File: config.mk
export PLATFORM = sky130hd
export DESIGN_NAME = wr_dma
export DESIGN_NICKNAME = d
export VERILOG_FILES = /design/src/rtl/wr_dma.sv
export SDC_FILE = /design/constraint.sdc
export NUM_CORES = 2
export LEC_CHECK = 0
export BUFFER_PORTS_ARGS = -buffer_cell sky130_fd_sc_hd__buf_2
export CAP_MARGIN = 20
export CORE_ASPECT_RATIO = 1.2
export CORE_UTILIZATION = 65
export CTS_BUF_LIST = sky130_fd_sc_hd__clkbuf_8
export CTS_CLUSTER_SIZE = 28
export DETAILED_ROUTE_END_ITERATION = 10
export PLACE_DENSITY = 0.78
export SYNTH_ARGS = -nofsm -noshare
export SYNTH_HDL_FRONTEND = slang
export SYNTH_MEMORY_MAX_BITS = 65536
export SYNTH_SLANG_ARGS = --single-unit
File: constraint.sdc
create_clock -name clk_i -period 6.5 [get_ports clk_i]
set_input_delay 1.3 -clock clk_i [delete_from_list [all_inputs] [get_ports clk_i]]
set_output_delay 1.3 -clock clk_i [all_outputs]
set_load 0.005 [all_outputs]
File: src/rtl/wr_dma.sv
// wr_dma: Avalon-ST sink to Avalon-MM write-master DMA with a CSR slave and a decoupling FIFO.
// Optional build macro WR_DMA_BYTEENABLE_EN derives eop-beat byteenables from ast_sink_empty_i.
module wr_dma #(
  parameter int AMM_DMA_DATA_W   = 64,
  parameter int AMM_DMA_ADDR_W   = 32,
  parameter int AMM_CSR_DATA_W   = 32,
  parameter int AMM_CSR_ADDR_W   = 4,
  parameter int AST_SINK_SYMBOLS = AMM_DMA_DATA_W / 8,
  parameter int AST_SINK_EMPTY_W = (AST_SINK_SYMBOLS == 1) ? 1 : $clog2(AST_SINK_SYMBOLS),
  parameter int FIFO_ADDR_W      = 6
) (
  input  logic                        clk_i,
  input  logic                        rst_n_i,
  input  logic [AMM_CSR_ADDR_W-1:0]   amm_slave_csr_address_i,
  input  logic                        amm_slave_csr_read_i,
  output logic [AMM_CSR_DATA_W-1:0]   amm_slave_csr_readdata_o,
  input  logic                        amm_slave_csr_write_i,
  input  logic [AMM_CSR_DATA_W-1:0]   amm_slave_csr_writedata_i,
  output logic [AMM_DMA_ADDR_W-1:0]   amm_dma_address_o,
  output logic                        amm_dma_write_o,
  output logic [AMM_DMA_DATA_W-1:0]   amm_dma_writedata_o,
  output logic [AST_SINK_SYMBOLS-1:0] amm_dma_byteenable_o,
  input  logic                        amm_dma_waitrequest_i,
  input  logic [AMM_DMA_DATA_W-1:0]   ast_sink_data_i,
  input  logic                        ast_sink_valid_i,
  output logic                        ast_sink_ready_o,
  input  logic [AST_SINK_EMPTY_W-1:0] ast_sink_empty_i,
  input  logic                        ast_sink_startofpacket_i,
  input  logic                        ast_sink_endofpacket_i,
  output logic                        end_irq_o
);
  localparam int DEPTH  = 1 << FIFO_ADDR_W;
  localparam int FIFO_W = AMM_DMA_DATA_W + AST_SINK_SYMBOLS;
  localparam logic [FIFO_ADDR_W:0] READY_LIMIT = (FIFO_ADDR_W + 1)'(DEPTH - 4);
  localparam logic [AMM_CSR_ADDR_W-1:0] CSR_BASE   = AMM_CSR_ADDR_W'(0);
  localparam logic [AMM_CSR_ADDR_W-1:0] CSR_SIZE   = AMM_CSR_ADDR_W'(1);
  localparam logic [AMM_CSR_ADDR_W-1:0] CSR_RUN    = AMM_CSR_ADDR_W'(2);
  localparam logic [AMM_CSR_ADDR_W-1:0] CSR_STATUS = AMM_CSR_ADDR_W'(3);
  localparam logic [AMM_CSR_ADDR_W-1:0] CSR_WRCNT  = AMM_CSR_ADDR_W'(4);

  typedef enum logic [1:0] {IDLE = 2'd0, RECV = 2'd1, DRAIN = 2'd2, FLUSH = 2'd3} state_t;

  state_t                      state;
  logic [AMM_CSR_DATA_W-1:0]   base_addr;
  logic [AMM_CSR_DATA_W-1:0]   size;
  logic [AMM_CSR_DATA_W-1:0]   wr_cnt;
  logic [AMM_CSR_DATA_W:0]     beat_cnt;
  logic                        done;
  logic                        overflow;
  logic                        busy;
  logic                        run_req;
  logic [FIFO_W-1:0]           mem [DEPTH];
  logic [FIFO_ADDR_W-1:0]      wr_ptr;
  logic [FIFO_ADDR_W-1:0]      rd_ptr;
  logic [FIFO_ADDR_W:0]        usedw;
  logic [FIFO_W-1:0]           head;
  logic                        has_data;
  logic                        accept;
  logic                        push;
  logic                        pop;
  logic [AST_SINK_SYMBOLS-1:0] beat_be;
  logic                        unused_inputs;

`ifdef WR_DMA_BYTEENABLE_EN
  assign beat_be = ast_sink_endofpacket_i ? ({AST_SINK_SYMBOLS{1'b1}} << ast_sink_empty_i)
                                          : {AST_SINK_SYMBOLS{1'b1}};
  assign unused_inputs = ast_sink_startofpacket_i;
`else
  assign beat_be = {AST_SINK_SYMBOLS{1'b1}};
  assign unused_inputs = ^{ast_sink_startofpacket_i, ast_sink_empty_i};
`endif

  assign busy     = (state != IDLE);
  assign run_req  = amm_slave_csr_write_i && (amm_slave_csr_address_i == CSR_RUN) &&
                    amm_slave_csr_writedata_i[0];
  assign has_data = (usedw != {(FIFO_ADDR_W + 1){1'b0}});
  assign ast_sink_ready_o = ((state == RECV) || (state == DRAIN)) && (usedw < READY_LIMIT);
  assign accept   = ast_sink_valid_i && ast_sink_ready_o;
  assign push     = accept && (state == RECV);
  assign pop      = has_data && !amm_dma_waitrequest_i;

  // Show-ahead head entry; outputs are forced to zero whenever the FIFO is empty.
  assign head                 = mem[rd_ptr];
  assign amm_dma_write_o      = has_data;
  assign amm_dma_writedata_o  = has_data ? head[FIFO_W-1:AST_SINK_SYMBOLS] : {AMM_DMA_DATA_W{1'b0}};
  assign amm_dma_byteenable_o = has_data ? head[AST_SINK_SYMBOLS-1:0] : {AST_SINK_SYMBOLS{1'b0}};

  // FIFO storage; no reset needed since usedw gates every read.
  always_ff @(posedge clk_i) begin
    if (push) mem[wr_ptr] <= {ast_sink_data_i, beat_be};
  end

  // FIFO pointers and occupancy; a simultaneous push and pop leaves usedw unchanged.
  always_ff @(posedge clk_i or negedge rst_n_i) begin
    if (!rst_n_i) begin
      wr_ptr <= {FIFO_ADDR_W{1'b0}};
      rd_ptr <= {FIFO_ADDR_W{1'b0}};
      usedw  <= {(FIFO_ADDR_W + 1){1'b0}};
    end else begin
      if (push) wr_ptr <= wr_ptr + FIFO_ADDR_W'(1);
      if (pop)  rd_ptr <= rd_ptr + FIFO_ADDR_W'(1);
      case ({push, pop})
        2'b10:   usedw <= usedw + (FIFO_ADDR_W + 1)'(1);
        2'b01:   usedw <= usedw - (FIFO_ADDR_W + 1)'(1);
        default: usedw <= usedw;
      endcase
    end
  end

  // CSR configuration registers and registered read port.
  always_ff @(posedge clk_i or negedge rst_n_i) begin
    if (!rst_n_i) begin
      base_addr                <= {AMM_CSR_DATA_W{1'b0}};
      size                     <= {AMM_CSR_DATA_W{1'b0}};
      amm_slave_csr_readdata_o <= {AMM_CSR_DATA_W{1'b0}};
    end else begin
      if (amm_slave_csr_write_i && (amm_slave_csr_address_i == CSR_BASE))
        base_addr <= amm_slave_csr_writedata_i;
      if (amm_slave_csr_write_i && (amm_slave_csr_address_i == CSR_SIZE))
        size <= amm_slave_csr_writedata_i;
      if (amm_slave_csr_read_i) begin
        case (amm_slave_csr_address_i)
          CSR_BASE:   amm_slave_csr_readdata_o <= base_addr;
          CSR_SIZE:   amm_slave_csr_readdata_o <= size;
          CSR_STATUS: amm_slave_csr_readdata_o <= AMM_CSR_DATA_W'({overflow, busy, done});
          CSR_WRCNT:  amm_slave_csr_readdata_o <= wr_cnt;
          default:    amm_slave_csr_readdata_o <= {AMM_CSR_DATA_W{1'b0}};
        endcase
      end
    end
  end

  // Run-control FSM with write address, counters and status flags.
  always_ff @(posedge clk_i or negedge rst_n_i) begin
    if (!rst_n_i) begin
      state             <= IDLE;
      amm_dma_address_o <= {AMM_DMA_ADDR_W{1'b0}};
      wr_cnt            <= {AMM_CSR_DATA_W{1'b0}};
      beat_cnt          <= {(AMM_CSR_DATA_W + 1){1'b0}};
      done              <= 1'b0;
      overflow          <= 1'b0;
      end_irq_o         <= 1'b0;
    end else begin
      end_irq_o <= 1'b0;
      if (pop) begin
        amm_dma_address_o <= amm_dma_address_o + AMM_DMA_ADDR_W'(1);
        wr_cnt            <= wr_cnt + AMM_CSR_DATA_W'(1);
      end
      case (state)
        IDLE: begin
          if (run_req) begin
            state             <= RECV;
            amm_dma_address_o <= AMM_DMA_ADDR_W'(base_addr);
            wr_cnt            <= {AMM_CSR_DATA_W{1'b0}};
            beat_cnt          <= {(AMM_CSR_DATA_W + 1){1'b0}};
            done              <= 1'b0;
            overflow          <= 1'b0;
          end
        end
        RECV: begin
          if (accept) begin
            beat_cnt <= beat_cnt + (AMM_CSR_DATA_W + 1)'(1);
            // beat_cnt counts earlier beats, so equality marks beat number SIZE+1
            if (ast_sink_endofpacket_i) begin
              state <= FLUSH;
            end else if (beat_cnt == {1'b0, size}) begin
              state    <= DRAIN;
              overflow <= 1'b1;
            end
          end
        end
        DRAIN: begin
          if (accept && ast_sink_endofpacket_i) state <= FLUSH;
        end
        FLUSH: begin
          if (!has_data) begin
            state     <= IDLE;
            done      <= 1'b1;
            end_irq_o <= 1'b1;
          end
        end
        default: state <= IDLE;
      endcase
    end
  end
endmodule

### Word level (Yosys, flattened, before mapping)

Memory sizes are Yosys's and may differ from the RTL's.
Cells that the tools add are included.

| cells by class | value |
|---|---|
| add/sub/neg operators | 7 |
| reductions and logical operators | 22 |
| equality and inequality tests | 17 |
| $lt $le $gt $ge | 1 |
| mux-type cells | 31 |

Operator list:

| cell | number |
|---|---|
| $mux 32 | 6 |
| $pmux 32 s4 | 1 |
| $mux 33 | 2 |
| $pmux 33 s2 | 1 |
| $add 32x1->32 const B | 2 |
| $mux 64 | 1 |
| $add 33x1->33 const B | 1 |
| $eq 33x32->1 | 1 |
| $pmux 7 s2 | 1 |
| $add 6x1->6 const B | 2 |
| $mux 2 | 6 |
| $reduce_and 5->1 | 2 |
| $logic_and 1x1->1 | 9 |
| $mux 1 | 9 |
| $eq 4x2->1 const B | 2 |
| $mux 8 | 1 |
| $ne 2x2->1 const B | 4 |
| $pmux 2 s4 | 1 |
| $reduce_bool 2->1 | 4 |
| $add 7x1->7 const B | 1 |
| $lt 7x6->1 const B | 1 |
| $reduce_bool 7->1 | 1 |
| $sub 7x1->7 const B | 1 |
| $eq 2x2->1 const B | 3 |
| other kinds (11) | 15 |

| storage, ports and cells | value |
|---|---|
| register bits after elaboration | 217 |
| memories | 1 |
| RAM bits | 4096 |
| input bits | 111 |

Memory list:

| name | words | width | read ports | clocked after Yosys merged registers in | write ports | RTL line | source |
|---|---|---|---|---|---|---|---|
| mem | 64 | 64 | 1 | 0 | 1 | 52 | `logic [FIFO_W-1:0] mem [DEPTH];` |

### Depth between registers and ports, before layout

| logic depth | value |
|---|---|
| word-level depth | 7 |
| depth in mapped cells | 15 |
| depth with buffers taken out | 13 |

### Worst setup path before layout

Ideal clock, no wire load.

| path | value |
|---|---|
| path kind | input to register |
| from | input ast_sink_valid_i |
| to | memory mem[59][0] (netlist name) (enable) |
| library setup time | 0.487 ns |
| arrival time | 5.240 ns |
| stages | 7 |
| slack | 0.774 ns |
| cells stage by stage | and3b_1 and3_1 clkbuf_1 inv_1 nor2_1 nand3_1 nor2_1 |

| between the ends | value |
|---|---|
| longest elaborated chain between the ends | 4 |

Ends and longest elaborated chain:

| what | RTL line | source |
|---|---|---|
| start: declaration | 25 | `input logic ast_sink_valid_i,` |
| $logic_and 1x1->1 | 78 | `assign accept = ast_sink_valid_i && ast_sink_ready_o;` |
| $logic_and 1x1->1 | 79 | `assign push = accept && (state == RECV);` |
| $mux 1 | 90 | `if (push) mem[wr_ptr] <= {ast_sink_data_i, beat_be};` |
| $mux 1 (implied by the code) | 90 |  |
| end: declaration | 52 |  |

Every way passes these cells.

### Worst setup path after layout

| path | value |
|---|---|
| from | register rd_ptr[0] |
| to | output amm_dma_writedata_o[32] |

| between the ends | value |
|---|---|
| longest elaborated chain between the ends | 2 |

Ends and longest elaborated chain:

| what | RTL line | source |
|---|---|---|
| start: declaration | 54 | `logic [FIFO_ADDR_W-1:0] rd_ptr;` |
| start signal: assignment | 97 | `rd_ptr <= {FIFO_ADDR_W{1'b0}};` |
| start signal: assignment | 101 | `if (pop) rd_ptr <= rd_ptr + FIFO_ADDR_W'(1);` |
| $mem_v2 64x64 | - |  |
| $mux 64 | 85 | `assign amm_dma_writedata_o = has_data ? head[FIFO_W-1:AST_SINK_SYMBOLS] : {AMM_DMA_DATA_W{1'b0}};` |
| end: declaration | 21 | `output logic [AMM_DMA_DATA_W-1:0] amm_dma_writedata_o,` |

Every way passes these cells.

==> impl_metrics.tcl <==
set metrics [dict create \
    run_status "finished, final reports clean" \
    clockBufferDepth 4 \
    insertion_delay_ns 1.07 \
    report.final.slew_viol_count 0 \
    synthesis.area_um2 166000 \
    critPathMaxFanout 23 \
    wire_per_inst_um 35.5 \
    final_common_cell "edfxtp_1" \
    dieHeight_um 556 \
    coreArea_um2 255000 \
    rrSetupSlack_ns 2.29 \
    worst_r2r_path_depth 8 \
    drive_above_1_share 0.302 \
    p_per_area_nw_per_um2 385 \
    wl_um 423000 \
    ctsHoldBuffers 0 \
    cap_violations 0 \
    cts_htree_levels 6 \
    cts_buffers 631 \
    grt_pass1_vias 84100 \
    final_nets 8180 \
    antenna_found_initial 33 \
    peakVddDrop_mv 0.377 \
    ios 250 \
    cts-resized-gates 0 \
    cts_setup_buffers 0 \
    cts_root_buffer "clkbuf_8" \
    fin_tns_setup_ns 0 \
    vias 83700 \
    portBuffers 245 \
    min_period_ns 5.93 \
    yosysSeqAreaShare 0.772 \
    p_leak_nw 60.3 \
    rsz0062_at_grt "no" \
    yosys.area.top_type "edfxtp_1" \
    timing.rr.end "mem[36][6]" \
    gr-total-overflow 0 \
    cts_tree "yes" \
    crit_start "rd_ptr[0]" \
    synth.avg_cell_area_um2 22.7 \
    syn_nets 7452 \
    firstDrtPassIters 7 \
    ys_ff_latch 4313 \
    cts_sinks 4313 \
    tightest_slew_ns 1.22 \
    max_freq_mhz 169 \
    grt_use_total 0.331 \
    path_class "register to primary output" \
    setup_viol 0 \
    antenna_left 0 \
    die_w_um 464 \
    ys_top_cells_by_area "edfxtp_1, mux4_2, dfrtp_1, mux2i_1, a22oi_1" \
    r2r-start "state[0]" \
    async_reset_ff_frac 0.0503 \
    avgViaCountPerCell 7.02 \
    hold_viol_final 0 \
    ys.flop_type "edfxtp_1" \
    synth_cells 7329 \
    finClkSkew_ns 0.0872 \
    cp-start-kind "register" \
    critPathRequiredTime_ns 5.20 \
    dr.first_iter.drc_count 12700 \
    start_util 0.653 \
    utilization 0.727 \
    rows 203 \
    fin_crit_sh 0.913 \
    yosysTopAreaCellShare 0.740 \
    grt_max_degree 111 \
    crit_end "amm_dma_writedata_o[32]" \
    hpwlAfterDp_um 221000 \
    gp_congestion 0.849 \
    final_cell_mix "edfxtp_1, mux4_2, clkbuf_8, mux2i_1, inv_1" \
    critPathCaptureType "primary output" \
    arrival_ns 4.63 \
    grt_pass1_wl_um 598000 \
    synth_edf_count 4096 \
    clk_pin_slew_ns 0.06 \
    ys_warn_count 0 \
    area_growth_pct 11.2 \
    die_area_um2 258000 \
    hp-class "input pin to asynchronous set/reset pin" \
    ys_types 63 \
    timing.hold.ws_ns 0.318 \
    maxSlewHeadroom 0.186 \
    drc_errors 0 \
]
==> worst max-delay path, cell delays in order (launching register included) <==
cell and delay (ns):
dfrtp_4 0.90, buf_12 0.26, buf_4 0.32, mux4_2 0.57
mux4_2 0.48, a22oi_1 0.27, o21ai_0 0.49, buf_2 0.30
==> cell type report <==
cell class,instances,area [um^2]
sequential,4313,128000
multi-input combinational,2554,36500
inverter,51,191
clock inverter,458,2310
tap,3382,4230
timing repair buffer,506,4370
antenna,18,45.0
fill,13700,69600
clock buffer,646,8890
==> layer usage <==
layer / vias up / wire length, um / track usage
met5: - / 146 / 0
met1: 43700 / 143000 / 0.454
met4: 24 / 19700 / 0.145
met3: 1128 / 56300 / 0.0791
li1: 32500 / - / -
met2: 6323 / 204000 / 0.518
==> worst min path at each step <==
stage	to	start	slack (ns)
6_report	amm_slave_csr_readdata_o[3]	rst_n_i	0.32
3_5_place_dp	amm_dma_address_o[13]	base_addr[13]	0.50
3_3_place_gp	amm_dma_address_o[13]	base_addr[13]	0.49
2_1_floorplan	amm_dma_address_o[16]	base_addr[16]	0.46
5_1_grt	amm_slave_csr_readdata_o[1]	rst_n_i	0.34
4_1_cts	amm_slave_csr_readdata_o[7]	rst_n_i	0.29
==> synthesized netlist by cell type (2+ instances only) <==
cell type / count
or3_1: 4
clkbuf_1: 217
nand2b_1: 2
nor4b_1: 3
mux2i_1: 297
nor3_1: 9
nand4_1: 43
a21o_1: 2
and4_1: 12
or3b_2: 2
a21oi_1: 8
mux4_2: 1134
xnor2_1: 62
a211oi_1: 2
and3b_1: 3
and2_1: 13
and3_1: 15
a2bb2oi_1: 2
nor2b_1: 10
buf_4: 12
a21boi_0: 2
nor2_1: 159
ha_1: 12
o22ai_1: 42
nand3b_1: 5
mux2_2: 67
xor2_1: 82
buf_1: 48
inv_1: 50
a31oi_1: 4
buf_2: 132
nand4b_1: 4
nor4_1: 8
edfxtp_1: 4096
or4_1: 3
a22oi_1: 201
a222oi_1: 31
dfrtp_1: 217
o21ai_0: 96
nand2_1: 157
nand3_1: 39
==> state kept, by name, indices dropped and copies added, names as in the netlist <==
| signal | flops |
|---|---|
| done | 1 |
| base_addr | 32 |
| size | 32 |
| mem | 4096 |
| amm_slave_csr_readdata_o | 32 |
| wr_cnt | 32 |
| wr_ptr | 6 |
| state | 2 |
| overflow | 1 |
| end_irq_o | 1 |
| usedw | 7 |
| beat_cnt | 33 |
| rd_ptr | 6 |
| amm_dma_address_o | 32 |
==> through the flow <==
step | worst slack, ns | instance area [um^2] | instances | power (W)
6_report | 0.567 | 185000 | 11900 | 0.0712
4_1_cts | 0.465 | 185000 | 11900 | 0.0715
3_5_place_dp | 1.60 | 174000 | 10800 | 0.0520
5_1_grt | 0.431 | 185000 | 11900 | 0.0736
2_1_floorplan | 0.774 | 166000 | 7329 | 0.0454
3_3_place_gp | 1.60 | 174000 | 10800 | 0.0517
==> cell families after synthesis <==
| kind of cell | after synthesis | synth area share |
|---|---|---|
| and+or+nand+nor | 499 | 0.0143 |
| DFF | 4313 | 0.772 |
| AOI/OAI and AO/OA | 400 | 0.0169 |
| muxes | 1499 | 0.176 |
| xor gates and xnor gates | 144 | 0.00759 |
| adders and majority gates | 12 | 0.000903 |
| buffers and inverters | 462 | 0.0117 |
==> where the power goes <==
group | total, W | internal (W) | switching (W)
logic | 0.0202 | 0.00947 | 0.0107
clock network | 0.0197 | 0.00964 | 0.0101
registers | 0.0313 | 0.0307 | 0.000577
total | 0.0712 | 0.0499 | 0.0214
Note: power is estimated with default switching activity, not from simulation.
